`src/rtl/oqpsk_chip_tx.sv`:
```
// O-QPSK transmit chip serialiser: accepts 32-chip words and emits one chip every Tc clocks,
// with even chips on the I rail and odd chips on the Q rail, so Q lags I by one chip period.
module oqpsk_chip_tx #(
    parameter int CHIPS = 32,
    parameter int CNT_W = 6
) (
    input  logic             i_clk,
    input  logic             i_rst,
    input  logic [CNT_W-1:0] i_nb_P,
    input  logic             i_valid,
    input  logic [CHIPS-1:0] i_chips,
    output logic             o_ready,
    output logic             o_i,
    output logic             o_q,
    output logic             o_chip_stb,
    output logic             o_sym_done,
    output logic             o_busy
);

    localparam int               IDX_W    = $clog2(CHIPS);
    localparam logic [IDX_W-1:0] LAST_IDX = IDX_W'(CHIPS - 1);
    localparam logic [CNT_W-1:0] TC_MIN   = CNT_W'(2);
    localparam logic [CNT_W-1:0] CNT_ONE  = CNT_W'(1);

    typedef enum logic {
        IDLE,
        RUN
    } state_t;

    state_t           state, state_nx;
    logic [CHIPS-1:0] shadow, shadow_nx;
    logic             full, full_nx;
    logic [CHIPS-1:0] active, active_nx;
    logic [CNT_W-1:0] cnt, cnt_nx;
    logic [IDX_W-1:0] idx, idx_nx;
    logic [IDX_W-1:0] idx_inc;
    logic [CNT_W-1:0] tc_lat, tc_nx;
    logic [CNT_W-1:0] tc_in;
    logic             rail_i, rail_i_nx;
    logic             rail_q, rail_q_nx;
    logic             stb, stb_nx;
    logic             sym, sym_nx;
    logic             load;

    assign tc_in   = (i_nb_P < TC_MIN) ? TC_MIN : i_nb_P;
    assign idx_inc = idx + IDX_W'(1);

    always_comb begin
        // NOTE: every signal gets its hold/idle value first so no path through this block can infer a latch.
        state_nx  = state;
        shadow_nx = shadow;
        full_nx   = full;
        active_nx = active;
        cnt_nx    = cnt;
        idx_nx    = idx;
        tc_nx     = tc_lat;
        rail_i_nx = rail_i;
        rail_q_nx = rail_q;
        stb_nx    = 1'b0;
        sym_nx    = 1'b0;
        load      = 1'b0;

        case (state)
            IDLE: begin
                if (full) begin
                    load = 1'b1;
                end
            end
            RUN: begin
                if (cnt != tc_lat) begin
                    cnt_nx = cnt + CNT_ONE;
                end else if (idx != LAST_IDX) begin
                    idx_nx    = idx_inc;
                    cnt_nx    = CNT_ONE;
                    stb_nx    = 1'b1;
                    sym_nx    = (idx_inc == LAST_IDX);
                    active_nx = {1'b0, active[CHIPS-1:1]};
                    // The chip being issued has index idx+1: odd idx means an even chip, i.e. the I rail.
                    if (idx[0]) begin
                        rail_i_nx = active[0];
                    end else begin
                        rail_q_nx = active[0];
                    end
                end else if (full) begin
                    load = 1'b1;
                end else begin
                    state_nx  = IDLE;
                    rail_i_nx = 1'b0;
                    rail_q_nx = 1'b0;
                end
            end
            default: state_nx = IDLE;
        endcase

        // A load emits chip 0 immediately and keeps the remaining chips in the shift register.
        if (load) begin
            state_nx  = RUN;
            full_nx   = 1'b0;
            active_nx = {1'b0, shadow[CHIPS-1:1]};
            rail_i_nx = shadow[0];
            stb_nx    = 1'b1;
            cnt_nx    = CNT_ONE;
            idx_nx    = '0;
            tc_nx     = tc_in;
        end

        // Loads only happen with full=1 and handshakes only with full=0, so these never collide.
        if (i_valid && !full) begin
            shadow_nx = i_chips;
            full_nx   = 1'b1;
        end
    end

    always_ff @(posedge i_clk) begin
        // NOTE: non-blocking assignments here so every register samples the pre-edge values of the others.
        if (i_rst) begin
            state  <= IDLE;
            full   <= 1'b0;
            cnt    <= '0;
            idx    <= '0;
            tc_lat <= TC_MIN;
            rail_i <= 1'b0;
            rail_q <= 1'b0;
            stb    <= 1'b0;
            sym    <= 1'b0;
        end else begin
            state  <= state_nx;
            full   <= full_nx;
            cnt    <= cnt_nx;
            idx    <= idx_nx;
            tc_lat <= tc_nx;
            rail_i <= rail_i_nx;
            rail_q <= rail_q_nx;
            stb    <= stb_nx;
            sym    <= sym_nx;
        end
    end

    // NOTE: the data registers carry no reset; full and state decide when their contents are meaningful.
    always_ff @(posedge i_clk) begin
        shadow <= shadow_nx;
        active <= active_nx;
    end

    assign o_ready    = ~full;
    assign o_busy     = (state == RUN);
    assign o_i        = rail_i;
    assign o_q        = rail_q;
    assign o_chip_stb = stb;
    assign o_sym_done = sym;

endmodule
```
`config.mk`:
```
export PLATFORM = sky130hd
export DESIGN_NAME = oqpsk_chip_tx
export DESIGN_NICKNAME = d
export VERILOG_FILES = /design/src/rtl/oqpsk_chip_tx.sv
export SDC_FILE = /design/constraint.sdc
export NUM_CORES = 1
export LEC_CHECK = 0
export ABC_AREA = 1
export BUFFER_PORTS_ARGS = -buffer_cell sky130_fd_sc_hd__buf_2
export CORE_AREA = 4 4 106 108
export DETAILED_ROUTE_END_ITERATION = 12
export DIE_AREA = 0 0 110 112
export GPL_TIMING_DRIVEN = 0
export PLACE_DENSITY = 0.6
export SLEW_MARGIN = 5
export SYNTH_ARGS = -nofsm -noshare
export SYNTH_HDL_FRONTEND = slang
export SYNTH_SLANG_ARGS = --single-unit
```
`constraint.sdc`:
```
create_clock -name i_clk -period 3.3 [get_ports i_clk]
set_clock_uncertainty 0.2 [all_clocks]
set_input_delay 0.66 -clock i_clk [delete_from_list [all_inputs] [get_ports i_clk]]
set_output_delay 0.66 -clock i_clk [all_outputs]
set_load 0.01 [all_outputs]
```
==> results of run 1 <==
[worst max-delay path: cells and delay by family (launching register included)]
family / cells / cell delay [ns]
AND/OR/NAND/NOR: 5 / 1.04
flip-flops: 1 / 0.43
adder cells (fa/ha/maj): 2 / 0.42
buffers and inverters: 2 / 0.34
[path summary, 6_finish.rpt]
| kind | to | startpoint | cells past startpoint |
|---|---|---|---|
| worst min-delay path | o_q | o_q | 2 |
| worst min register to register | o_q | o_q | 2 |
| worst max register to register | active[7] | idx[0] | 9 |
| worst max-delay path | active[7] | idx[0] | 9 |
[stage by stage]
stage	total power (W)	TNS (ns)	instance area [um^2]	utilization, %
after detailed placement	0.001556	-0.3229	3918	38.29
after global placement	0.001546	0	3910	38.22
after CTS	0.002264	0	4109	40.16
after global routing	0.002348	0	4109	40.16
after floorplan	0.001468	0	3510	-
final	0.002226	0	4109	40.16
[final cells by class]
class,instances,area (um^2)
Sequential cell,86,2352
Clock buffer,9,123.9
Buffer,7,56.30
Tap cell,136,170.2
Multi-Input combinational cell,217,1001
Inverter,29,110.1
Timing Repair Buffer,46,230.2
Clock inverter,7,65.06
Fill cell,1031,6122
[timing repair]
action | in CTS | in global routing
resized for setup | 1 | 0
endpoints found under the setup margin | 31 | 0
buffers inserted | 0 | 0
[flip-flops by register name, indices dropped and copies added (netlist names)]
register	cells
active	31
cnt	6
full	1
idx	5
o_busy	1
o_chip_stb	1
o_i	1
o_q	1
o_sym_done	1
shadow	32
tc_lat	6
[power groups by stage]
| stage | clock network [W] | logic, W | registers (W) |
|---|---|---|---|
| after floorplan | 0 | 0.000160 | 0.00131 |
| after global placement | 0 | 0.000230 | 0.00132 |
| after detailed placement | 0 | 0.000239 | 0.00132 |
| after CTS | 0.000732 | 0.000241 | 0.00129 |
| after global routing | 0.000778 | 0.000271 | 0.00130 |
| final | 0.000701 | 0.000235 | 0.00129 |
[placed cells by master, fill, tap and decap left out, types with 4 or more instances in the layout]
master | Yosys | final
nand2_1 | 141 | 140
edfxtp_1 | 63 | 63
buf_2 | 3 | 49
inv_1 | 24 | 24
dfxtp_1 | 23 | 23
nor2_1 | 16 | 15
nand3_1 | 14 | 14
a21oi_1 | 14 | 14
clkbuf_8 | 0 | 9
o21ai_0 | 6 | 6
nand4_1 | 5 | 5
clkinv_1 | 1 | 4
xor2_1 | 4 | 4
ha_1 | 4 | 4
[routing by layer]
layer / vias to the layer above / GRT usage [%] / part of all wire, %
met3: 9 / 3.594 / 4.7
li1: 1225 / - / -
met4: 0 / 5.403 / 2.1
met2: 47 / 17.07 / 46
met5: - / 0 / 0
met1: 1082 / 13.72 / 47
[cells by family after synthesis]
logic type	count (synthesis)	synth area share, %
AND/OR/NAND/NOR	185	22.21
flip-flops	86	67.02
buffers and inverters	36	4.741
AO/OA/AOI/OAI	24	3.601
XOR/XNOR	4	0.9981
adder cells (fa/ha/maj)	4	1.426
==> run metrics, run 1 <==
status completed; register area share after synthesis 67.02%; die extent in y 112 um; Post-synth EDFFs 63; most used flip-flop cell after synthesis edfxtp_1; top cells by count, synth 141 x nand2_1, 63 x edfxtp_1, 24 x inv_1, 23 x dfxtp_1, 16 x nor2_1; total CTS buffers 9; Crit-path slowest cell nand2_2; Cell Rows 37; DRC 0; most common cell in the netlist nand2_1; proportion of power drawn by flip-flops and latches 58.0%; slew at the pin with the worst max-slew slack 0.8876 ns; Final Cycle Share 85.48%; Net Sw Frac 24.43%; crit path cell chain ha_1 > nand2_1 > nor2_1 > ha_1 > inv_1 > nand2_1 > nand3_4 > buf_2 > nand2_2; Max Cap Viol 0; Finished Layout Cells 537; Mapped Area 3510 um^2; worst-case vdd ir drop 289.9 uV; ys async rst share 0%; vias in the first global route 2280; worst-case setup margin in the final layout 0.4790 ns; CTS tree done; WL final 6208 um; Yosys reg bits 86; Post-Synthesis Net Count 384; largest net degree at the start of global routing 33; Initial DRT Pass Iterations 4; die area 12320 um^2; Synth area leader edfxtp_1; Worst slew margin 40.69%; Layout Area Growth over Synthesis 17.08%; Cells after DPL 521; Net Sw Power 0.0005439 W; Max Clk Rate 354.5 MHz; gr usage total 11.03%; CP startpoint kind register; flop2flop setup slack 0.48 ns; power share of the combinational group 10.5%; Syn Inst Count 339; Worst setup EP type register; max incr delay on CP 0.56 ns; CP arrival 2.60 ns; global route overflow 0; RSZ-0062 raised after global routing no; number of port buffers 46; die width 110 um; RePlAce Congestion 0.8059; pre-CTS WS -0.01136 ns; Internal Dissipation 0.001682 W; Final HPWL DP 4318 um; H-tree levels 3; Req. time, crit path 3.08 ns; CTS Buffer Depth 2; Max Slew Vio Count 0; Vias per Instance 4.400; first-pass GRT wire length 10470 um; share of cells above drive strength 1 19.95%; maximum fanout along the worst path 31; syn_area_per_cell 10.35 um^2; Yosys top cell area share 53.90%; power per cell area 541.8 nW/um^2; leakage power 1.693 nW; Worst Path Class, Setup register to register; initial DRC count 76; synth top area cells edfxtp_1 54%, nand2_1 15%, dfxtp_1 13%, inv_1 2.6%, a21oi_1 2.0%; Vias 2363; min-delay worst type register to register; hold buffers post-CTS 0; Clk network pwr share 31.5%; post-synth cell types 25; io pins 47; clk_lat worst skew 0.35 ns; initial antenna violation count 0; antenna cells 0; core box area 10230 um^2; Hold Fails Final Rpt 0; crit path time final 2.821 ns; wire length per cell 11.56 um; WHS 0.2610 ns; final-report setup violation count 0; final layout net count 441; Initial Util 34.30%; Routed Antenna Nets 0; clk slew on worst S/H paths 0.09 ns; Clock Sinks 86; Syn. warnings 0; clock root buffer clkbuf_8
Note: power is estimated with default switching activity, not from simulation.
==> run 2, diff against run 1 <==
--- a/config.mk
+++ b/config.mk
@@ -7,11 +7,13 @@
 export LEC_CHECK = 0
 export ABC_AREA = 1
 export BUFFER_PORTS_ARGS = -buffer_cell sky130_fd_sc_hd__buf_2
+export CELL_PAD_IN_SITES_DETAIL_PLACEMENT = 1
+export CELL_PAD_IN_SITES_GLOBAL_PLACEMENT = 1
 export CORE_AREA = 4 4 106 108
 export DETAILED_ROUTE_END_ITERATION = 12
 export DIE_AREA = 0 0 110 112
 export GPL_TIMING_DRIVEN = 0
-export PLACE_DENSITY = 0.6
+export PLACE_DENSITY = 0.71
 export SLEW_MARGIN = 5
 export SYNTH_ARGS = -nofsm -noshare
 export SYNTH_HDL_FRONTEND = slang
==> run metrics, run 2 (synthesis gave the netlist of run 1 again) <==
leakage power 1.704 nW; hold path start o_q; initial antenna violation count 0; CP startpoint kind register; Routed Antenna Nets 0; Post-Place Cell Area 3918 um^2; r2r startpoint idx[0]; WHS Path Cells 2; worst-case vdd ir drop 193.7 uV; die width 110 um; die area 12320 um^2; Vias per Instance 4.575; Final HPWL DP 5018 um; slew at the pin with the worst max-slew slack 0.9431 ns; Biggest register shadow; initial DRC count 75; Fill cells 1170; maximum fanout along the worst path 31; reg2reg path depth 9; CP arrival 2.65 ns; Largest register FFs 32; Initial Util 34.30%; RePlAce Congestion 0.7950; final layout net count 441; hold buffers post-CTS 0; clock root buffer clkbuf_8; flop2flop setup slack 0.42 ns; hold endpoint o_q; reg-to-reg critical path endpoint active[6]; total CTS buffers 9; Worst setup EP type register; vias in the first global route 2557; Worst Path Class, Setup register to register; Clock Sinks 86; wire length per cell 13.13 um; crit path time final 2.877 ns; RSZ-0062 raised after global routing no; CTS Buffer Depth 2; H-tree levels 3; post-CTS setup buffer count 0; Max Cap Viol 0; Initial DRT Pass Iterations 4; share of cells above drive strength 1 20.25%; Max Slew Vio Count 0; global route overflow 0; first-pass GRT wire length 11920 um; WL final 7040 um; DRC 0; Layout Area Growth over Synthesis 17.72%; largest net degree at the start of global routing 33; power per cell area 559.6 nW/um^2; final setup TNS 0 ns; Req. time, crit path 3.07 ns; antenna cells 0; Final Core Density 40.38%; largest registers shadow (32), active (31); commonest non-fill, non-tap cell in the layout nand2_1; Vias 2452; clk slew on worst S/H paths 0.08 ns; Final Cycle Share 87.19%; crit path from idx[0]; Final Instance Area 4131 um^2; Max Clk Rate 347.6 MHz; Worst slew margin 36.98%; io pins 47; min-delay worst type register to register; core box area 10230 um^2; final-report setup violation count 0; CTS tree done; status completed; die extent in y 112 um; clk_lat worst skew 0.35 ns; number of port buffers 46; most frequent cells in the layout 140 x nand2_1, 63 x edfxtp_1, 49 x buf_2, 24 x inv_1, 23 x dfxtp_1; Cell Rows 37; gr usage total 12.34%; Hold Fails Final Rpt 0
run 2: cell count changes in the layout (fill, tap and decap cells not counted):
cell / previous run / this run
bufinv_16: 1 / 2
clkinv_1: 4 / 2
run 2: worst max-delay path by stage:
stage                             to  slack (ns)  cells past startpoint
after global placement    shadow[12]       -0.05                      3
after floorplan            active[0]        0.60                      9
after global routing       active[0]        0.24                      9
after detailed placement  active[13]       -0.06                      9
after CTS                  active[4]        0.39                      9
final                      active[6]        0.42                      9
run 2: layer usage:
layer / up-vias / routed length [um] / global-route usage, %
li1: 1223 / - / -
met1: 1180 / 3305 / 16.22
met2: 39 / 3403 / 19.78
met3: 10 / 239 / 3.014
met4: 0 / 91 / 4.156
met5: - / 0 / 0
run 2: repair_timing:
action / in CTS / in global routing
setup endpoints to repair: 31 / 0
hold endpoints to repair: 0 / 0
gates resized for setup: 1 / 0
run 2: power breakdown:
group	internal (W)	switching, W
clock network	0.000421	0.000359
registers	0.00126	0.0000325
logic	0.0000807	0.000160
run 2: stage by stage:
step	power, W	setup slack [ns]	instances	hold slack, ns
global placement	0.001548	-0.04842	521	0.2569
floorplan	0.001468	0.6049	339	0.2445
CTS	0.002352	0.3907	536	0.2616
global route	0.002440	0.2429	536	0.2563
detailed placement	0.001563	-0.05906	521	0.2695
finish	0.002312	0.4228	536	0.2751
run 2: layout make-up:
cell class                      instances  area (um^2)  area share [%]
Buffer                                  7        56.30           1.363
Multi-Input combinational cell        217         1001           24.23
Inverter                               29        110.1           2.665
Timing Repair Buffer                   46        230.2           5.572
Clock buffer                            9        123.9           2.998
Sequential cell                        86         2352           56.94
Tap cell                              136        170.2           4.119
Clock inverter                          6        87.58           2.120
run 2: worst max-delay path, cell delays in order (launching register included):
cell,delay (ns)
dfxtp_1,0.43
ha_1,0.22
nand2_1,0.06
nor2_1,0.10
ha_1,0.21
inv_1,0.11
nand2_1,0.15
nand3_4,0.17
buf_2,0.25
nand2_2,0.58
==> run 3, diff against run 2 <==
==> constraint.sdc (replaced) <==
create_clock -name i_clk -period 3.5 [get_ports i_clk]
set_clock_uncertainty 0.2 [all_clocks]
set_input_delay 0.7 -clock i_clk [delete_from_list [all_inputs] [get_ports i_clk]]
set_output_delay 0.7 -clock i_clk [all_outputs]
set_load 0.01 [all_outputs]
==> run metrics, run 3 (synthesis gave the netlist of run 1 again) <==
status completed; Max Clk Rate 349.0 MHz; gr usage total 12.35%; total CTS buffers 9; hold buffers post-CTS 0; clk_lat worst skew 0.35 ns; Final HPWL DP 5018 um; largest net degree at the start of global routing 33; CP startpoint kind register; Max Cap Viol 0; global route overflow 0; Req. time, crit path 3.27 ns; Worst Path Class, Setup register to register; flop2flop setup slack 0.64 ns; power per cell area 526.9 nW/um^2; Hold Fails Final Rpt 0; die extent in y 112 um; commonest non-fill, non-tap cell in the layout nand2_1; Fill cells 1170; Cell Rows 37; Worst setup EP type register; CTS Buffer Depth 2; post-cts sizing count 0; slew at the pin with the worst max-slew slack 0.9358 ns; Worst slew margin 37.46%; most frequent cells in the layout 140 x nand2_1, 63 x edfxtp_1, 49 x buf_2, 24 x inv_1, 23 x dfxtp_1; largest registers shadow (32), active (31); antenna cells 0; initial DRC count 74; number of port buffers 46; H-tree levels 3; maximum fanout along the worst path 31; CTS tree done; Finished Layout Cells 536; die width 110 um; Cells after DPL 521; share of cells above drive strength 1 20.25%; Max Slew Vio Count 0; Initial DRT Pass Iterations 4; die area 12320 um^2; initial antenna violation count 0; Biggest register shadow; worst-case vdd ir drop 182.4 uV; Layout Area Growth over Synthesis 17.72%; Largest register FFs 32; first-pass GRT wire length 11940 um; final layout net count 441; min-delay worst type register to register; Vias per Instance 4.558; leakage power 1.704 nW; clock root buffer clkbuf_8; Final Cycle Share 81.86%; vias in the first global route 2555; wire length per cell 12.99 um; core box area 10230 um^2; final setup TNS 0 ns; WL final 6962 um; CP arrival 2.64 ns; DRC 0; RSZ-0062 raised after global routing no; Clock Sinks 86; RePlAce Congestion 0.7950; clk slew on worst S/H paths 0.08 ns; Vias 2443; final-report setup violation count 0; crit path time final 2.865 ns; io pins 47; Initial Util 34.30%; post-CTS setup buffer count 0; Routed Antenna Nets 0
==> run 3: final cells by class <==
class,instances,area (um^2),area share [%]
timing repair buffer,46,230.2,5.572
clock buffer,9,123.9,2.998
multi-input combinational,217,1001,24.23
tap,136,170.2,4.119
inverter,29,110.1,2.665
clock inverter,6,87.58,2.120
sequential,86,2352,56.94
buffer,7,56.30,1.363
==> run 3: layer usage <==
layer  global-route usage [%]  wire length, um
met1                    16.22             3227
met2                    19.82             3392
met3                    3.014              246
met4                    4.156               95
met5                        0                0
==> run 3: per-stage QoR <==
step / hold slack [ns] / worst slack, ns / utilization (%) / instance area, um^2 / total power [W]
finish: 0.2748 / 0.6350 / 40.38 / 4131 / 0.002177
detailed placement: 0.2695 / 0.1409 / 38.29 / 3918 / 0.001474
CTS: 0.2816 / 0.1374 / 40.36 / 4129 / 0.002218
floorplan: 0.2445 / 0.7756 / - / 3510 / 0.001385
global placement: 0.2569 / 0.1116 / 38.22 / 3910 / 0.001459
global route: 0.2872 / 0.4429 / 40.38 / 4131 / 0.002300
==> run 3: critical path: stages (launching register included) <==
cell and delay (ns):
dfxtp_1 0.43, ha_1 0.22, nand2_1 0.06, nor2_1 0.10
ha_1 0.21, inv_1 0.11, nand2_1 0.15, nand3_4 0.17
buf_2 0.24, nand2_2 0.57
==> run 3: report_power, final <==
part	internal (W)	leakage [nW]	total [W]	switching, W
combinational	0.0000760	0.825	0.000226	0.000150
sequential	0.00119	0.779	0.00122	0.0000307
clock	0.000396	0.0990	0.000733	0.000337
==> run 3: worst paths after layout <==
| kind | startpoint | end | depth (start not counted) |
|---|---|---|---|
| worst min-delay path | o_q | o_q | 2 |
| worst max-delay path | idx[0] | active[0] | 9 |
| worst max register to register | idx[0] | active[0] | 9 |
| worst min register to register | o_q | o_q | 2 |
